$ cat src/rtl/shift_scan_ctrl.sv
// shift_scan_ctrl: six-lane serial shifter (shift clock, data, latch strobe) fed from a
// ping-pong frame store; the host fills the back bank and a commit swaps at a frame boundary.
module shift_scan_ctrl #(
   parameter  int NBITS  = 16,
   parameter  int CLKDIV = 4,
   localparam int AW     = $clog2(NBITS)
) (
   input  logic          sys_clock,
   input  logic          resetn,
   input  logic          enable,
   input  logic          wr_en,
   input  logic [AW-1:0] wr_addr,
   input  logic [5:0]    wr_data,
   input  logic          commit,
   output logic          commit_pend,
   output logic          busy,
   output logic          sh_ck,
   output logic [5:0]    sh_dat,
   output logic          st,
   output logic          frame_done
);

   localparam int CW = $clog2(2 * CLKDIV + 1);
   localparam logic [CW-1:0] DIV_LAST = CW'(CLKDIV - 1);
   localparam logic [CW-1:0] LAT_LAST = CW'(2 * CLKDIV - 1);
   localparam logic [AW-1:0] K_MSB    = AW'(NBITS - 1);

   typedef enum logic [2:0] {
      S_IDLE,
      S_SHIFT_LO,
      S_SHIFT_HI,
      S_LATCH,
      S_END
   } state_t;

   state_t          state_q, state_d;
   logic [AW-1:0]   k_q, k_d;
   logic [CW-1:0]   cnt_q, cnt_d;
   logic            act_q, act_d;
   logic            pend_q, pend_d;
   logic            swap;
   logic            addr_ok;
   logic [5:0]      bank_q [2][NBITS];

   logic            sh_ck_q, sh_ck_d;
   logic            st_q, st_d;
   logic            fd_q, fd_d;
   logic            busy_q, busy_d;
   logic [5:0]      sh_dat_q, sh_dat_d;

   if ((1 << AW) == NBITS) begin : g_addr_full
      assign addr_ok = 1'b1;
   end else begin : g_addr_part
      assign addr_ok = (int'(wr_addr) < NBITS);
   end

   // State register
   always_ff @(posedge sys_clock or negedge resetn) begin
      if (!resetn) begin
         state_q <= S_IDLE;
         k_q     <= '0;
         cnt_q   <= '0;
         act_q   <= 1'b0;
         pend_q  <= 1'b0;
      end else begin
         state_q <= state_d;
         k_q     <= k_d;
         cnt_q   <= cnt_d;
         act_q   <= act_d;
         pend_q  <= pend_d;
      end
   end

   // A commit seen while nothing is pending (even on the END cycle) only arms the swap;
   // the swap itself is driven solely by the registered pending flag.
   always_comb begin
      state_d = state_q;
      k_d     = k_q;
      cnt_d   = cnt_q;
      act_d   = act_q;
      pend_d  = pend_q | commit;
      swap    = 1'b0;
      unique case (state_q)
         S_IDLE: begin
            if (enable) begin
               state_d = S_SHIFT_LO;
               k_d     = K_MSB;
               cnt_d   = '0;
               swap    = pend_q;
            end
         end
         S_SHIFT_LO: begin
            if (cnt_q == DIV_LAST) begin
               state_d = S_SHIFT_HI;
               cnt_d   = '0;
            end else begin
               cnt_d = cnt_q + 1'b1;
            end
         end
         S_SHIFT_HI: begin
            if (cnt_q == DIV_LAST) begin
               cnt_d = '0;
               if (k_q == '0) begin
                  state_d = S_LATCH;
               end else begin
                  k_d     = k_q - 1'b1;
                  state_d = S_SHIFT_LO;
               end
            end else begin
               cnt_d = cnt_q + 1'b1;
            end
         end
         S_LATCH: begin
            if (cnt_q == LAT_LAST) begin
               state_d = S_END;
               cnt_d   = '0;
            end else begin
               cnt_d = cnt_q + 1'b1;
            end
         end
         S_END: begin
            swap = pend_q;
            if (enable) begin
               state_d = S_SHIFT_LO;
               k_d     = K_MSB;
            end else begin
               state_d = S_IDLE;
            end
         end
         default: state_d = S_IDLE;
      endcase
      if (swap) begin
         act_d  = ~act_q;
         pend_d = 1'b0;
      end
   end

   // Outputs are decoded from the next state so the registered pins line up with state_q.
   always_comb begin
      sh_ck_d  = (state_d == S_SHIFT_HI);
      st_d     = (state_d == S_LATCH);
      fd_d     = (state_d == S_END);
      busy_d   = (state_d != S_IDLE);
      sh_dat_d = '0;
      if (state_d == S_SHIFT_LO || state_d == S_SHIFT_HI || state_d == S_LATCH) begin
         sh_dat_d = bank_q[act_d][k_d];
      end
   end

   always_ff @(posedge sys_clock or negedge resetn) begin
      if (!resetn) begin
         sh_ck_q  <= 1'b0;
         st_q     <= 1'b0;
         fd_q     <= 1'b0;
         busy_q   <= 1'b0;
         sh_dat_q <= '0;
      end else begin
         sh_ck_q  <= sh_ck_d;
         st_q     <= st_d;
         fd_q     <= fd_d;
         busy_q   <= busy_d;
         sh_dat_q <= sh_dat_d;
      end
   end

   // Writes use the pre-swap back bank; they are dropped whenever a commit is pending.
   always_ff @(posedge sys_clock or negedge resetn) begin
      if (!resetn) begin
         for (int unsigned b = 0; b < 2; b++) begin
            for (int unsigned i = 0; i < NBITS; i++) begin
               bank_q[b][i] <= '0;
            end
         end
      end else if (wr_en && !pend_q && addr_ok) begin
         bank_q[~act_q][wr_addr] <= wr_data;
      end
   end

   assign commit_pend = pend_q;
   assign busy        = busy_q;
   assign sh_ck       = sh_ck_q;
   assign sh_dat      = sh_dat_q;
   assign st          = st_q;
   assign frame_done  = fd_q;

endmodule
$ cat config.mk
export PLATFORM = sky130hd
export DESIGN_NAME = shift_scan_ctrl
export DESIGN_NICKNAME = d
export VERILOG_FILES = /design/src/rtl/shift_scan_ctrl.sv
export SDC_FILE = /design/constraint.sdc
export NUM_CORES = 1
export LEC_CHECK = 0
export BUFFER_PORTS_ARGS = -buffer_cell sky130_fd_sc_hd__buf_2
export CORE_MARGIN = 2
export CORE_UTILIZATION = 40
export DETAILED_ROUTE_END_ITERATION = 7
export GPL_ROUTABILITY_DRIVEN = 0
export PLACE_DENSITY = 0.64
export REMOVE_ABC_BUFFERS = 1
export SYNTH_ARGS = -nofsm -noshare
export SYNTH_HDL_FRONTEND = slang
export SYNTH_SLANG_ARGS = --single-unit
$ cat constraint.sdc
create_clock -name sys_clock -period 4.35 [get_ports sys_clock]
set_input_delay 0.435 -clock sys_clock [delete_from_list [all_inputs] [get_ports sys_clock]]
set_output_delay 0.435 -clock sys_clock [all_outputs]
set_load 0.02 [all_outputs]
# Yosys cells after proc, flatten, opt, wreduce, memory -nomap -nowiden

Cells that the tools add are included.

Register bits after elaboration: 215
Output and inout bits: 11
Logic and storage cells: 111

Add/subtract/negate cells: 2
$lt $le $gt $ge: 6
Eq/ne operators: 11
Muxes and demuxes: 31
Bitwise logic cells: 6
Reduce and logical (&&, ||, !) cells: 13

Operators with widths:

| cell                                                        | number |
|---|---|
| 2-to-1 mux 96 bit                                           | 4 |
| bitwise mux 192 bit                                         | 1 |
| demux 96 bit (select 1 bit)                                 | 1 |
| binary-select mux 6 bit (select 4 bit)                      | 1 |
| demux 6 bit (select 4 bit)                                  | 1 |
| 2-to-1 mux 4 bit                                            | 6 |
| 2-to-1 mux 6 bit                                            | 4 |
| one-hot mux 3 bit (5 select lines)                          | 1 |
| equality test 3 x 2 -> 1 bit (second input constant)        | 4 |
| 2-to-1 mux 3 bit                                            | 4 |
| one-hot mux 4 bit (3 select lines)                          | 1 |
| >= comparator 5 bit (second input constant)                 | 2 |
| inverter 4 -> 5 bit                                         | 2 |
| one-hot mux 4 bit (2 select lines)                          | 1 |
| equality test 3 x 1 -> 1 bit (second input constant)        | 2 |
| equality test 3 bit (second input constant)                 | 2 |
| nonzero test 3 bit                                          | 2 |
| less-than comparator 5 x 1 -> 1 bit (second input constant) | 1 |
| adder 4 x 1 -> 4 bit (second input constant)                | 1 |
| equality test 4 x 2 -> 1 bit (second input constant)        | 1 |
| equality test 4 x 3 -> 1 bit (second input constant)        | 1 |
| >= comparator 2 bit (second input constant)                 | 2 |
| logical NOT 4 bit                                           | 1 |
| 2-to-1 mux 1 bit                                            | 4 |
| other kinds (14)                                            | 19 |

# Longest topological paths before layout

Word-level depth: 11
Depth in mapped cells: 11
Mapped depth without buffers: 10

# Worst setup path after synthesis

Ideal clock, no wire load.

Kind: register to register
Start point: reg k_q[0]
End point: reg sh_dat_q[4], in the netlist sh_dat[4]
Data arrival time: 2.489 ns
Required time: 4.228 ns
Slack: 1.739 ns
Cell stages (with the launch flop): 11
Path buffers: 1
Period minus slack after synthesis: 2.611 ns
Cell sequence: dfrtp_1 inv_1 ha_1 or3b_1 nand3_2 mux2i_4 buf_2 o211ai_1 a32oi_1 or3b_1 a32o_1

Cells in the longest elaborated chain, start to end: 9

Ends and longest elaborated chain:

| element                                                               | line     | RTL |
|---|---|---|
| start, declared                                                       | 37       | `logic [AW-1:0] k_q, k_d;` |
| start signal, assigned                                                | 67       | `k_q <= k_d;` |
| subtractor 4 x 1 -> 4 bit / logical NOT 4 bit (equally long branches) | 106, 103 |  |
| 2-to-1 mux 4 bit                                                      | 103      | `if (k_q == '0) begin` |
| 2-to-1 mux 4 bit                                                      | 101      | `if (cnt_q == DIV_LAST) begin` |
| one-hot mux 4 bit (2 select lines)                                    | 83       | `unique case (state_q)` |
| inverter 4 -> 5 bit (implied by the code)                             | 146      | `sh_dat_d = bank_q[act_d][k_d];` |
| binary-select mux 6 bit (select 4 bit)                                | 146      |  |
| 2-to-1 mux 6 bit (implied by the code) (2 in series)                  | 146      |  |
| 2-to-1 mux 6 bit (*)                                                  | 145      | `if (state_d == S_SHIFT_LO \|\| state_d == S_SHIFT_HI \|\| state_d == S_LATCH) begin` |
| net sh_dat_d[4]                                                       | 49       | `logic [5:0] sh_dat_q, sh_dat_d;` |
| end signal, assigned                                                  | 162      | `sh_dat_q <= sh_dat_d;` |
| end, declared                                                         | 49       |  |

The timed path passes the listed nets; every way through them passes the cells marked *. The select of a mux whose other input is x is not followed.
A chain may end at the register's enable or synchronous reset.

# Final worst setup path

Same ends and word-level chain as after synthesis.

==> flow_metrics.tcl <==
set metrics [dict create \
    run_status "complete, no violations" \
    chipWidth_um 169 \
    power.leakage_nw 5.78 \
    rrSetupSlack_ns 1.00 \
    timing.max_slew.rel_slack 0.314 \
    synth_seq_cells 215 \
    worstSkewPairLatency_ns 0.52 \
    synth_enable_flop_cells 0 \
    grt_max_degree 125 \
    fin_worst_hold_slack_ns 0.00795 \
    cts_made_buffers 26 \
    place_hpwl_mm 17.2 \
    synth_top_area_share 0.493 \
    synth_top_cell_by_area "dfrtp_1" \
    setup_viol 0 \
    post-route-cell-area_um2 12200 \
    post_synth_main_area_contributors "dfrtp_1, mux2_2, nand2_1" \
    postLayoutSetupSlackWorst_ns 1.00 \
    crit_path_end_kind "register" \
    grt_util_all_layers 0.195 \
    cts.sink_count 215 \
    cp_data_required_time_ns 4.76 \
    final-hold-violation-count 0 \
    synth_sequential_area_ratio 0.493 \
    min_clock_period_post_route_ns 3.35 \
    slew_viol_final 0 \
    setup.worst_path.start_class "register" \
    worstSetupPathType "reg -> reg" \
    drv.max_cap_violation_count 0 \
    synth_flop_type "dfrtp_1" \
    critPathArrivalTime_ns 3.76 \
    worstRegToRegCells 10 \
    placementRows 60 \
    design.die.area_um2 28600 \
    grt_first_pass_wirelength_mm 44.1 \
    clock_tree_from_tritoncts "yes" \
    clock.fmax_mhz 299 \
    yosys.cell_types.count 53 \
    critical_path.reg2reg.endpoint "sh_dat[4]" \
    place_area_um2 11300 \
    postRouteAntennaNets 0 \
    wl_mm 27.7 \
    cts.path.max_buffers 3 \
    crit_fanout 20 \
    holdCritPathClass "in -> async" \
    vias_in_the_first_global_route 7709 \
    grt_overflow_total 0 \
    area_delta_synth_final_pct 11.7 \
    initialDrtViolationCount 603 \
    netlist_area_um2 10900 \
    rr_startpoint "k_q[0]" \
    grt_antenna_before_repair 0 \
    routed_wire_length_per_instance_um 21.2 \
    grt_setup_unrepaired "false" \
    netlist_instances 959 \
    cts-resized-gates 0 \
    worst_ir_drop_vdd_uv 425 \
    dr.pass1.iters 7 \
    clkSlewWorstSetupHoldPaths_ns 0.06 \
    final_standard_cell_utilization_of_the_core 0.453 \
    post_cts_hold_buffer_count 0 \
    num_vias 7703 \
    dpl_worst_slack_ns 1.05 \
    finalClockSkew_ns 0.0112 \
    die_y_um 169 \
    clock_tree.root_cell "clkbuf_16" \
    port-buffer-count 25 \
    coreArea_um2 26900 \
    htree_levels 1 \
    timing.final.crit_share 0.770 \
    drt-vias-per-instance 5.88 \
    syn_avg_cell_area_um2 11.4 \
    start_util 0.406 \
    synthArstFlopShare 1.00 \
    count_of_antenna_diodes_in_the_layout 0 \
    post_route_cells_drive_above_1_share 0.298 \
    num_io_pins 26 \
    tightest_slew_ns 1.02 \
    power_density_over_cell_area_nw_per_um2 623 \
    finalNetCount 967 \
    post-cts-setup-buffers 0 \
    drt_drc 0 \
    synthesis.yosys.warnings 0 \
]
## report_power, final
group / switching [W] / leakage, nW / internal, W / total, W
Sequential: 0.000361 / 2.90 / 0.00252 / 0.00288
Clock: 0.000828 / 0.438 / 0.00141 / 0.00224
Combinational: 0.00146 / 2.44 / 0.00102 / 0.00247
## through the flow
| step | total power (W) | setup TNS (ns) | std cells |
|---|---|---|---|
| finish | 0.00759 | 0 | 1309 |
| CTS | 0.00762 | 0 | 1309 |
| global placement | 0.00529 | 0 | 1263 |
| global route | 0.00799 | 0 | 1309 |
| detailed placement | 0.00536 | 0 | 1263 |
| floorplan | 0.00447 | -3.19 | 880 |
## flip-flops by register name (all words and copies together), names as in the netlist
| name | cells |
|---|---|
| k_q | 4 |
| frame_done | 1 |
| sh_ck | 1 |
| bank_q | 192 |
| cnt_q | 4 |
| commit_pend | 1 |
| busy | 1 |
| st | 1 |
| state_q | 3 |
| act_q | 1 |
| sh_dat | 6 |
## synthesized netlist by cell type, types with 2 or more instances
| master | count |
|---|---|
| a311o_1 | 6 |
| clkbuf_1 | 61 |
| nand2b_1 | 28 |
| buf_4 | 4 |
| a21o_1 | 2 |
| nor3_1 | 9 |
| nand2_1 | 113 |
| a2111oi_0 | 7 |
| dfrtp_1 | 215 |
| a311oi_1 | 45 |
| a32o_1 | 7 |
| a22oi_1 | 22 |
| a211o_1 | 7 |
| o21ai_0 | 6 |
| buf_2 | 12 |
| a21oi_1 | 5 |
| and3_1 | 32 |
| and2_1 | 5 |
| or2_1 | 2 |
| inv_1 | 10 |
| a211oi_1 | 30 |
| inv_2 | 2 |
| nor2b_1 | 10 |
| nor3b_4 | 2 |
| o211ai_1 | 2 |
| or3b_1 | 2 |
| nor2_1 | 25 |
| a31oi_1 | 2 |
| mux2i_1 | 18 |
| mux2_2 | 196 |
| ha_1 | 2 |
| or3_1 | 8 |
| and4_1 | 21 |
| o21a_1 | 2 |
| nand3_1 | 21 |
## layer usage
| metal | vias to the layer above | wire length (um) | track usage |
|---|---|---|---|
| li1 | 3523 | - | - |
| met1 | 3934 | 12700 | 0.275 |
| met2 | 204 | 13100 | 0.317 |
| met3 | 42 | 1240 | 0.0255 |
| met4 | 0 | 658 | 0.0557 |
| met5 | - | 0 | 0 |
## critical path, cell delays in order, from the launching register on
cell and delay [ns]:
dfrtp_1 0.42, inv_1 0.08, ha_1 0.20, or3b_1 0.43
nand3_2 0.13, mux2i_4 0.54, buf_4 0.40, buf_4 0.27
a2111oi_0 0.13, or3b_1 0.42, a32o_1 0.21
## worst max-delay path by stage
| stage | startpoint | endpoint | cells after the start |
|---|---|---|---|
| 6_report | k_q[0] | sh_dat[4] | 10 |
| 5_1_grt | k_q[0] | sh_dat[4] | 10 |
| 4_1_cts | k_q[0] | sh_dat[4] | 10 |
| 3_5_place_dp | k_q[0] | sh_dat[4] | 10 |
| 3_3_place_gp | k_q[0] | sh_dat[0] | 10 |
| 2_1_floorplan | act_q | sh_dat[4] | 8 |
## cell type report
type	count	area, um2
clock buffer	40	785
clock inverter	6	105
fill	2472	14700
inverter	12	45.0
multi-input combinational	653	5150
sequential	215	5380
tap	341	427
timing repair buffer	42	288
## kinds of logic (layout without fill, tap and decap cells)
kind of cell,after synthesis,in the layout,synth area share
AO/OA/AOI/OAI,149,149,0.110
adder cells (fa/ha/maj),2,2,0.00229
multiplexers,215,215,0.221
XOR/XNOR,2,2,0.00161
flip-flops,215,215,0.493
buffers and inverters,91,100,0.0348
AND/OR/NAND/NOR,285,285,0.137
## layout by cell type (no fill, tap or decap), types with 9 or more instances in the layout
cell / synthesis / routed
nand2_1: 113 / 113
nand3_1: 21 / 21
and3_1: 32 / 32
inv_1: 10 / 10
buf_2: 12 / 24
buf_4: 4 / 15
and4_1: 21 / 21
nor2_1: 25 / 25
dfrtp_1: 215 / 214
a22oi_1: 22 / 22
mux2i_1: 18 / 18
nor2b_1: 10 / 10
nand2b_1: 28 / 28
clkbuf_16: 0 / 27
a211oi_1: 30 / 30
mux2_2: 196 / 196
nor3_1: 9 / 9
a311oi_1: 45 / 45
Note: power is estimated with default switching activity, not from simulation.
